===== src/rtl/cabac_arb_pkg.sv =====
// cabac_arb_pkg: shared sizes, FSM encoding and lane-slice helper for the
// syntax-element buffer arbiter.
package cabac_arb_pkg;
   localparam int N = 3;
   localparam int W = 76;
   localparam int DEPTH = 8;
   localparam int CW = 4;
   localparam int IW = 2;
   localparam logic [0:0] IDLE = 1'b0;
   localparam logic [0:0] LOCK = 1'b1;
   function automatic logic [W-1:0] lane(input logic [N*W-1:0] d, input logic [IW-1:0] i);
      return d[int'(i)*W +: W];
   endfunction
endpackage


===== src/rtl/cabac_se_arb_if.sv =====
// cabac_se_arb_if: producer lanes, buffer write port and status of the
// syntax-element arbiter.
interface cabac_se_arb_if;
   import cabac_arb_pkg::*;
   logic [N-1:0]   req_i;
   logic [N-1:0]   last_i;
   logic [N*W-1:0] data_i;
   logic [N-1:0]   gnt_o;
   logic           fifo_wr_o;
   logic [W-1:0]   fifo_data_o;
   logic           fifo_rd_i;
   logic [CW-1:0]  credit_o;
   logic           lock_o;
   logic [IW-1:0]  owner_o;
   logic           err_o;
   modport slave (
      input  req_i, last_i, data_i, fifo_rd_i,
      output gnt_o, fifo_wr_o, fifo_data_o, credit_o, lock_o, owner_o, err_o
   );
   modport master (
      output req_i, last_i, data_i, fifo_rd_i,
      input  gnt_o, fifo_wr_o, fifo_data_o, credit_o, lock_o, owner_o, err_o
   );
endinterface


===== src/rtl/cabac_rr_pick.sv =====
// cabac_rr_pick: combinational circular priority pick starting at ptr_i.
module cabac_rr_pick
   import cabac_arb_pkg::*;
(
   input  logic [N-1:0]  req_i,
   input  logic [IW-1:0] ptr_i,
   output logic [N-1:0]  gnt_o,
   output logic [IW-1:0] idx_o,
   output logic          any_o
);
   // Scan from farthest to nearest so the nearest requester is written last and wins.
   always_comb begin
      gnt_o = '0;
      idx_o = '0;
      any_o = 1'b0;
      for (int k = N - 1; k >= 0; k--) begin
         int c;
         c = (int'(ptr_i) + k) % N;
         if (req_i[c]) begin
            gnt_o    = '0;
            gnt_o[c] = 1'b1;
            idx_o    = IW'(c);
            any_o    = 1'b1;
         end
      end
   end
endmodule


===== src/rtl/cabac_se_arb.sv =====
// cabac_se_arb: burst-locked round-robin arbiter and credit-tracked write
// scheduler for the syntax-element buffer.
module cabac_se_arb
   import cabac_arb_pkg::*;
(
   input logic           clk,
   input logic           rst,
   cabac_se_arb_if.slave bus
);
   logic [0:0]    state_q, state_d;
   logic [IW-1:0] ptr_q, ptr_d, owner_q, owner_d, sel, pick_idx;
   logic [CW-1:0] credit_q, credit_d;
   logic [N-1:0]  pick_gnt, own_gnt;
   logic [W-1:0]  data_q;
   logic          wr_q, err_q, err_d, pick_any, lock, acc, rd;

   function automatic logic [IW-1:0] inc(input logic [IW-1:0] i);
      return (int'(i) == N - 1) ? '0 : i + 1'b1;
   endfunction

   cabac_rr_pick u_pick (
      .req_i (bus.req_i),
      .ptr_i (ptr_q),
      .gnt_o (pick_gnt),
      .idx_o (pick_idx),
      .any_o (pick_any)
   );

   assign rd      = bus.fifo_rd_i;
   assign lock    = state_q == LOCK;
   assign own_gnt = N'(1) << owner_q;
   assign sel     = lock ? owner_q : pick_idx;
   // Accept is judged on the pre-update credit, so a same-cycle pop cannot unblock a write.
   assign acc     = (credit_q != '0) && (lock ? bus.req_i[owner_q] : pick_any);

   always_comb begin
      state_d  = state_q;
      ptr_d    = ptr_q;
      owner_d  = owner_q;
      err_d    = err_q;
      credit_d = credit_q;
      if (acc && bus.last_i[sel]) begin
         state_d = IDLE;
         ptr_d   = inc(sel);
      end else if (acc) begin
         state_d = LOCK;
         owner_d = sel;
      end
      if (acc && !rd) credit_d = credit_q - 1'b1;
      if (!acc && rd) begin
         credit_d = (credit_q == CW'(DEPTH)) ? credit_q : credit_q + 1'b1;
         err_d    = err_q | (credit_q == CW'(DEPTH));
      end
   end

   always_ff @(posedge clk) begin
      if (rst) begin
         state_q  <= IDLE;
         ptr_q    <= '0;
         owner_q  <= '0;
         credit_q <= CW'(DEPTH);
         err_q    <= 1'b0;
         wr_q     <= 1'b0;
         data_q   <= '0;
      end else begin
         state_q  <= state_d;
         ptr_q    <= ptr_d;
         owner_q  <= owner_d;
         credit_q <= credit_d;
         err_q    <= err_d;
         wr_q     <= acc;
         if (acc) data_q <= lane(bus.data_i, sel);
      end
   end

   assign bus.gnt_o       = acc ? (lock ? own_gnt : pick_gnt) : '0;
   assign bus.fifo_wr_o   = wr_q;
   assign bus.fifo_data_o = data_q;
   assign bus.credit_o    = credit_q;
   assign bus.lock_o      = lock;
   assign bus.owner_o     = owner_q;
   assign bus.err_o       = err_q;
endmodule


===== src/flat_wrapper.sv =====
// flat-port wrapper written by rule: the top's interface ports become plain ports
module cabac_se_arb_flat import cabac_arb_pkg::*;
  (clk, rst, bus_req_i, bus_last_i, bus_data_i, bus_fifo_rd_i, bus_gnt_o, bus_fifo_wr_o, bus_fifo_data_o, bus_credit_o, bus_lock_o, bus_owner_o, bus_err_o);
  cabac_se_arb_if bus_i ();
  input logic clk;
  input logic rst;
  input wire logic [$bits(bus_i.req_i)-1:0] bus_req_i;
  input wire logic [$bits(bus_i.last_i)-1:0] bus_last_i;
  input wire logic [$bits(bus_i.data_i)-1:0] bus_data_i;
  input wire logic [$bits(bus_i.fifo_rd_i)-1:0] bus_fifo_rd_i;
  output wire logic [$bits(bus_i.gnt_o)-1:0] bus_gnt_o;
  output wire logic [$bits(bus_i.fifo_wr_o)-1:0] bus_fifo_wr_o;
  output wire logic [$bits(bus_i.fifo_data_o)-1:0] bus_fifo_data_o;
  output wire logic [$bits(bus_i.credit_o)-1:0] bus_credit_o;
  output wire logic [$bits(bus_i.lock_o)-1:0] bus_lock_o;
  output wire logic [$bits(bus_i.owner_o)-1:0] bus_owner_o;
  output wire logic [$bits(bus_i.err_o)-1:0] bus_err_o;
  assign bus_i.req_i = bus_req_i;
  assign bus_i.last_i = bus_last_i;
  assign bus_i.data_i = bus_data_i;
  assign bus_i.fifo_rd_i = bus_fifo_rd_i;
  assign bus_gnt_o = bus_i.gnt_o;
  assign bus_fifo_wr_o = bus_i.fifo_wr_o;
  assign bus_fifo_data_o = bus_i.fifo_data_o;
  assign bus_credit_o = bus_i.credit_o;
  assign bus_lock_o = bus_i.lock_o;
  assign bus_owner_o = bus_i.owner_o;
  assign bus_err_o = bus_i.err_o;
  cabac_se_arb u_core (.clk(clk), .rst(rst), .bus(bus_i));
endmodule

===== config.mk =====
export PLATFORM = sky130hd
export DESIGN_NAME = cabac_se_arb_flat
export DESIGN_NICKNAME = d
export VERILOG_FILES = /design/src/rtl/cabac_arb_pkg.sv /design/src/rtl/cabac_se_arb_if.sv /design/src/rtl/cabac_rr_pick.sv /design/src/rtl/cabac_se_arb.sv /design/src/flat_wrapper.sv
export SDC_FILE = /design/constraint.sdc
export NUM_CORES = 1
export LEC_CHECK = 0
export BUFFER_PORTS_ARGS = -buffer_cell sky130_fd_sc_hd__buf_2
export CAP_MARGIN = 10
export CORE_AREA = 2 2 125 127
export CTS_CLUSTER_DIAMETER = 50
export DETAILED_ROUTE_END_ITERATION = 12
export DIE_AREA = 0 0 127 129
export PLACE_DENSITY = 0.78
export SLEW_MARGIN = 10
export SYNTH_ARGS = -nofsm -noshare
export SYNTH_HDL_FRONTEND = slang
export SYNTH_SLANG_ARGS = --single-unit

===== constraint.sdc =====
create_clock -name clk -period 3.2 [get_ports clk]
set_input_delay 0.16 -clock clk [delete_from_list [all_inputs] [get_ports clk]]
set_output_delay 0.16 -clock clk [all_outputs]
set_load 0.05 [all_outputs]

# After elaboration in Yosys (flattened, before gate mapping)

Cells that the tools add are included.

Register bits after elaboration: 87
Bits in latches: 0
RAM bits: 0
ROM bits: 0
Bits of input ports: 237
Output and inout bits: 88
Logic and storage cells: 81
Memories: 0

$add $sub $neg: 5
$mul: 1
Divide/modulo/power cells: 3
$lt $le $gt $ge: 8
Equal/unequal tests: 3
Shift-type cells: 2
Muxes and demuxes: 36
Bitwise gates (word level): 2
Reduce and logical (&&, ||, !) cells: 14

Operators by type and width:

| operator                | count |
|---|---|
| $shiftx A228 B32 Y76    | 1 |
| $ge A32 B1 Y1 const B   | 3 |
| $lt A32 B4 Y1 const B   | 3 |
| $mod A32 B3 Y32 const B | 2 |
| $mod A3 B3 Y32 const B  | 1 |
| $mux W1                 | 15 |
| $mux W3                 | 5 |
| $mux W4                 | 3 |
| $bmux W1 S2             | 5 |
| $mux W2                 | 5 |
| $logic_and A1 B1 Y1     | 7 |
| $mul A2 B5 Y7 const B   | 1 |
| $demux W1 S2            | 3 |
| $lt A2 B3 Y1 const B    | 2 |
| $add A4 B1 Y4 const B   | 1 |
| $eq A4 B4 Y1 const B    | 1 |
| $reduce_and A2 Y1       | 2 |
| $reduce_bool A4 Y1      | 1 |
| $sub A4 B1 Y4 const B   | 1 |
| $add A2 B1 Y3 const B   | 1 |
| $add A2 B2 Y3 const B   | 1 |
| $shl A1 B2 Y3 const A   | 1 |
| $add A2 B1 Y2 const B   | 1 |
| $eq A2 B2 Y1 const B    | 1 |
| other kinds (6)         | 7 |

# Longest topological paths before layout

Word-level depth: 14
Depth in mapped cells: 14
Gate-level depth less buffers: 12

# Hierarchy

From an unflattened synthesis, not the netlist that was laid out.

Cells, all modules: 487
Area total of the unflattened synthesis: 4486.8 um^2

By module, submodules not included:

| module        | times used | cells each | area an instance (um^2) | sequential area each (um^2) |
|---|---|---|---|---|
| cabac_se_arb  | 1          | 442        | 4141.5                  | 1741.7 |
| cabac_rr_pick | 1          | 45         | 345.3                   | 0.0 |

# Worst setup path before layout

Ideal clock, no wire load.

Path kind: register to register
Start: register u_core.ptr_q[0]
End: register u_core.credit_q[3], in the netlist u_core.bus.credit_o[3]
Library setup time: 0.137 ns
Arrival: 3.118 ns
Data required time: 3.063 ns
Setup slack: -0.055 ns
Stages on the path, launching flop included: 15
Buffers on the path: 2
Cell sequence: dfxtp_1 -> inv_1 -> ha_1 -> buf_6 -> mux2_4 -> a222oi_1 -> a311o_1 -> buf_6 -> nand2_2 -> ha_1 -> a21o_1 -> a21o_1 -> or3_1 -> o311ai_2 -> nand4_1

Cells in the longest elaborated chain, start to end: 14

Ends and longest elaborated chain:

| what                                                                | RTL line            | text |
|---|---|---|
| start: declaration                                                  | cabac_se_arb.sv:11  | `logic [IW-1:0] ptr_q, ptr_d, owner_q, owner_d, sel, pick_idx;` |
| start signal: assignment                                            | cabac_se_arb.sv:67  | `ptr_q <= ptr_d;` |
| $add A2 B2 Y3                                                       | cabac_rr_pick.sv:18 | `c = (int'(ptr_i) + k) % N;` |
| $mod A32 B3 Y32                                                     | cabac_rr_pick.sv:18 |  |
| $bmux W1 S2                                                         | cabac_rr_pick.sv:19 | `if (req_i[c]) begin` |
| $mux W1 (not written as such) (2 in a row)                          | cabac_rr_pick.sv:19 |  |
| $mux W1 (2 in a row)                                                | cabac_rr_pick.sv:19 |  |
| $mux W1 *                                                           | cabac_rr_pick.sv:19 |  |
| $mux W1 *                                                           | cabac_se_arb.sv:34  | `assign acc = (credit_q != '0) && (lock ? bus.req_i[owner_q] : pick_any);` |
| $logic_and A1 B1 Y1 *                                               | cabac_se_arb.sv:34  |  |
| $logic_not A1 Y1                                                    | cabac_se_arb.sv:50  | `if (!acc && rd) begin` |
| $logic_and A1 B1 Y1                                                 | cabac_se_arb.sv:50  |  |
| $ne A2 B2 Y1 (no line) / $reduce_bool A2 Y1 (equally long branches) | n/a                 |  |
| $reduce_and A2 Y1 (no line)                                         | n/a                 |  |
| end signal: assignment                                              | cabac_se_arb.sv:61  | `credit_q <= CW'(DEPTH);` |
| end signal: assignment                                              | cabac_se_arb.sv:69  | `credit_q <= credit_d;` |
| end: declaration                                                    | cabac_se_arb.sv:12  | `logic [CW-1:0] credit_q, credit_d;` |

Every way passes the cells marked *; elsewhere a longest branch is shown, timed or not. The select of a mux whose other input is x is not followed.
A chain may end at the register's enable or synchronous reset.

# Worst setup path after layout

Start: register u_core.ptr_q[0]
End: output bus_gnt_o[2]

Cells in the longest elaborated chain, start to end: 11

Ends and longest elaborated chain:

| what                                                                        | RTL line                                 | text |
|---|---|---|
| $add A2 B2 Y3                                                               | cabac_rr_pick.sv:18                      |  |
| $mod A32 B3 Y32                                                             | cabac_rr_pick.sv:18                      |  |
| $ge A32 B1 Y1 (not written as such) (tied with other cells)                 | cabac_rr_pick.sv:21                      | `gnt_o[c] = 1'b1;` |
| $logic_and A1 B1 Y1 (not written as such) / $mux W1 (equally long branches) | cabac_rr_pick.sv:21, cabac_rr_pick.sv:19 |  |
| $mux W1 (on tied branches)                                                  | cabac_rr_pick.sv:21, cabac_rr_pick.sv:19 |  |
| $demux W1 S2 / $mux W1 (equally long branches)                              | cabac_rr_pick.sv:21, cabac_rr_pick.sv:19 |  |
| $mux W3 / $mux W1 (equally long branches) (2 in a row)                      | cabac_rr_pick.sv:19                      |  |
| $mux W3 / $mux W1 (equally long branches)                                   | cabac_rr_pick.sv:19, cabac_se_arb.sv:34  |  |
| $mux W3 / $logic_and A1 B1 Y1 (equally long branches)                       | cabac_se_arb.sv:76, cabac_se_arb.sv:34   |  |
| $mux W3 *                                                                   | cabac_se_arb.sv:76                       | `assign bus.gnt_o = acc ? (lock ? own_gnt : pick_gnt) : '0;` |
| end: declaration                                                            | flat_wrapper.sv:11                       | `output wire logic [$bits(bus_i.gnt_o)-1:0] bus_gnt_o;` |

Marks and branches as above.

==> run summary <==
=====================================================================================
Result of the run ...................................................... complete, but fails checks
Violations in the final reports ........................................ setup timing
Num rows ...............................................................           45
Period utilisation layout ..............................................         100%
Proportion of netlist area held by the largest area contributor ........        30.6%
RePlAce Congestion .....................................................        0.865
Count leader, synth .................................................... sky130_fd_sc_hd__dfxtp_1
Post-detailed-routing wire length ......................................      17.4 mm
Rel. slew slack ........................................................        21.7%
Antenna violations before repair .......................................            0
Leftover overflow at the end of global routing .........................            0
Slew Limit Fails .......................................................            0
Proportion of total power due to net switching .........................        52.8%
Flop2flop setup slack ..................................................      0.09 ns
Clock insertion delay at the later pin of the skew report ..............      0.34 ns
Cell-internal power ....................................................      4.74 mW
Peak Freq ..............................................................      311 MHz
Net Count, Synth .......................................................          804
Clock sink total .......................................................           87
End of the worst register-to-register path ............................. u_core.bus.credit_o[3]$_SDFFE_PP1P_
Critical path class .................................................... register to output pin
Switching power total ..................................................      5.30 mW
Maximum single-stage delay on the critical path ........................      0.41 ns
Iteration-0 DRC count of the detailed router ...........................          277
Number of enable flip-flop cells after synthesis .......................            0
Hold slack .............................................................    0.0693 ns
Boundary pin count .....................................................          325
Number of global-route vias before repair ..............................        5,263
Horizontal extent of the die ...........................................       127 µm
Growth of design area from synthesis to finish .........................        35.3%
Maximum Capacitance Violations .........................................            0
Fraction of final layout cells sized beyond drive strength 1 ...........        61.7%
Final setup skew .......................................................   0.00896 ns
Antenna viol nets, final ...............................................            0
Instance count of the mapped netlist ...................................          561
First-pass GRT wire length .............................................      26.4 mm
Count of warnings emitted by yosys .....................................            0
Hpwl dp ................................................................      13.0 mm
Startpoint of the most critical setup path ............................. u_core.ptr_q[0]$_SDFFE_PP0P_
Clock tree from TritonCTS ..............................................         done
Hold Crit Class ........................................................ input pin to register
Final hold violations ..................................................            0
Comb power frac ........................................................        70.9%
VDD IR max .............................................................      1210 µV
Sequential cell area fraction in the yosys report ......................        30.6%
Longest Clk Path Bufs ..................................................            2
Crit path arrival time .................................................      3.06 ns
Netlist Area Pre-Place .................................................     5700 µm²
Minimum clock period ...................................................      3.22 ns
Average wire per standard cell .........................................      16.5 µm
Worst Path Max Fanout ..................................................           87
Final antenna diode count ..............................................            0
Number of distinct library cells after synthesis .......................           61
Filler Cells Inserted ..................................................        1,351
Cell count of the worst reg-to-reg path ................................           12
Fraction of synthesis flops using an asynchronous set or reset pin .....           0%
Critical path's slowest cell ........................................... sky130_fd_sc_hd__a222oi_1
Clock-pin slew of the registers on the worst-case setup and hold paths .      0.07 ns
Number of H-tree levels ................................................            3
Total power divided by cell area .......................................  1300 nW/µm²
Capture point of the critical path ..................................... bus_gnt_o[2]
Leading cell types by count after synthesis ............................ sky130_fd_sc_hd__dfxtp_1, sky130_fd_sc_hd__nor2_1, sky130_fd_sc_hd__o21ai_0, sky130_fd_sc_hd__a221oi_2, sky130_fd_sc_hd__mux2_2
Root Buffer ............................................................ sky130_fd_sc_hd__clkbuf_16
WP data required .......................................................      3.04 ns
Top post-synthesis cells by area ....................................... sky130_fd_sc_hd__dfxtp_1, sky130_fd_sc_hd__a221oi_2, sky130_fd_sc_hd__mux2_2, sky130_fd_sc_hd__o21ai_0, sky130_fd_sc_hd__nor2_1
Largest net degree at the start of global routing ......................           88
Mean instance size in the synthesized netlist ..........................     10.2 µm²
Remaining DRCs .........................................................            0
Slack of the critical path .............................................   -0.0157 ns
Die outline height .....................................................       129 µm
Cell-by-cell trace of the critical path ................................ inv_2, ha_4, mux2_4, a222oi_1, a311o_2, buf_16, nor2_1, buf_2
Via Count ..............................................................        5,553
Via density ............................................................         5.29
Total area of multi-input combinational cells ..........................     3530 µm²
RSZ-0062 raised after global routing ...................................          yes
Die area ...............................................................   16,400 µm²
Startpoint kind of the worst setup timing path .........................     register
Top_reg_cell synth ..................................................... sky130_fd_sc_hd__dfxtp_1
Biggest area consumer among synthesized cells .......................... sky130_fd_sc_hd__dfxtp_1
Quantity of hold-fixing buffers added after cts ........................            0
Final Setup Violations .................................................            1
Final Net Count ........................................................        1,100
IO Port Bufs ...........................................................          324
Synthesized flop and latch total .......................................           87
Kind of capture point of the worst setup path ..........................   output pin
Area of the core .......................................................   15,000 µm²
Starting utilization of the core area ..................................        38.0%
Design Power ...........................................................      10.0 mW
FF/Latch Area ..........................................................     1740 µm²
Slew @ Worst Pin .......................................................      1.18 ns
TritonCTS Buffers ......................................................            9
First-pass iteration count of the detailed router ......................            5
Portion of total power attributed to sequential cells ..................        17.8%
Global routing usage summed across all routing layers ..................        20.0%
Clock power share ......................................................        11.3%
Launch instance of the worst register-to-register path ................. u_core.ptr_q[0]$_SDFFE_PP0P_
Leak ...................................................................      3.45 nW
=====================================================================================
## layout make-up
cell class / count / area share [%]
Multi-Input combinational cell: 407 / 45.8
Timing Repair Buffer: 343 / 24.0
Sequential cell: 87 / 22.6
Clock buffer: 10 / 3.10
Tap cell: 188 / 3.05
Clock inverter: 5 / 1.07
Inverter: 9 / 0.438
## critical path, delay by kind of cell (launching register included)
family          cells  cell delay (ns)
fa+ha+maj           1             0.29
mux                 1             0.30
compound gates      2             0.74
flops               1             0.35
buf+inv             3             0.69
simple gates        1             0.17
## cells in the final DEF (no fill, tap or decap), types with 2 or more instances in the layout
cell	count
sky130_fd_sc_hd__buf_4	13
sky130_fd_sc_hd__dfxtp_1	86
sky130_fd_sc_hd__inv_1	7
sky130_fd_sc_hd__nand2_1	9
sky130_fd_sc_hd__nor3b_1	2
sky130_fd_sc_hd__nor3_1	4
sky130_fd_sc_hd__buf_2	324
sky130_fd_sc_hd__nor2_1	85
sky130_fd_sc_hd__nor4_1	2
sky130_fd_sc_hd__o31ai_1	2
sky130_fd_sc_hd__nand4b_1	2
sky130_fd_sc_hd__clkbuf_16	9
sky130_fd_sc_hd__nand2b_1	4
sky130_fd_sc_hd__clkinv_4	2
sky130_fd_sc_hd__a21oi_1	8
sky130_fd_sc_hd__or3_1	2
sky130_fd_sc_hd__mux2i_1	4
sky130_fd_sc_hd__ha_1	2
sky130_fd_sc_hd__bufinv_16	2
sky130_fd_sc_hd__xnor2_1	2
sky130_fd_sc_hd__ha_4	2
sky130_fd_sc_hd__a221oi_2	77
sky130_fd_sc_hd__nor2b_1	2
sky130_fd_sc_hd__inv_2	2
sky130_fd_sc_hd__o21ai_0	81
sky130_fd_sc_hd__a21oi_4	2
sky130_fd_sc_hd__a21o_1	4
sky130_fd_sc_hd__buf_12	5
sky130_fd_sc_hd__mux2_2	77
## routing by layer
metal	vias to the layer above	track usage (%)	wire length, µm
met5	-	0	0
met4	0	6.08	283
met3	22	3.99	1060
met2	220	36.3	9090
met1	2585	23.9	6920
li1	2726	-	-
## kinds of logic (layout without fill, tap and decap cells)
group	count (synthesis)	count (layout)	synth area share [%]
adders and majority gates	6	6	1.45
DFF	87	87	30.6
buffers and inverters	67	367	8.79
and+or+nand+nor	119	119	9.29
AOI/OAI and AO/OA	196	196	32.8
xor gates and xnor gates	2	2	0.308
muxes	84	84	16.8
## stage by stage
| stage | setup WS, ns | std cells | utilization (%) | area [µm²] | setup TNS, ns |
|---|---|---|---|---|---|
| floorplan | 0.0375 | 561 | - | 5730 | 0 |
| global placement | 0.126 | 1028 | 48.9 | 7330 | 0 |
| detailed placement | 0.0170 | 1028 | 48.9 | 7330 | 0 |
| CTS | 0.0164 | 1043 | 51.1 | 7650 | 0 |
| global route | -0.0523 | 1049 | 51.5 | 7710 | -0.0622 |
| finish | -0.0157 | 1049 | 51.5 | 7710 | -0.0157 |
## power groups by stage
stage	registers [mW]	clock network (mW)	logic, mW
after floorplan	3.21	0	4.55
after global placement	1.79	0	6.93
after detailed placement	1.80	0	7.00
after CTS	1.79	1.17	7.03
after global routing	1.84	1.20	7.61
final	1.79	1.13	7.12
## how the worst min path moves through the flow
stage                         start                                       to  slack (ns)  cells past startpoint
detailed placement   bus_data_i[98]  u_core.bus.fifo_data_o[22]$_SDFFE_PP0P_        0.42                      3
global route        bus_data_i[135]  u_core.bus.fifo_data_o[59]$_SDFFE_PP0P_        0.06                      3
CTS                  bus_data_i[89]  u_core.bus.fifo_data_o[13]$_SDFFE_PP0P_        0.05                      3
floorplan            bus_data_i[90]  u_core.bus.fifo_data_o[14]$_SDFFE_PP0P_        0.31                      2
finish               bus_data_i[85]   u_core.bus.fifo_data_o[9]$_SDFFE_PP0P_        0.07                      3
global placement    bus_data_i[115]  u_core.bus.fifo_data_o[39]$_SDFFE_PP0P_        0.41                      3
## state kept, by name (all words and copies together), names as in the netlist
register / flops
u_core.bus.fifo_data_o: 76
u_core.bus.credit_o: 4
u_core.bus.lock_o: 1
u_core.ptr_q: 2
u_core.bus.fifo_wr_o: 1
u_core.bus.err_o: 1
u_core.bus.owner_o: 2
## what timing repair did
item	in CTS	in global routing
buffers inserted	0	6
gates resized for setup	0	2
setup endpoints to repair	0	5
Note: power is estimated with default switching activity, not from simulation.
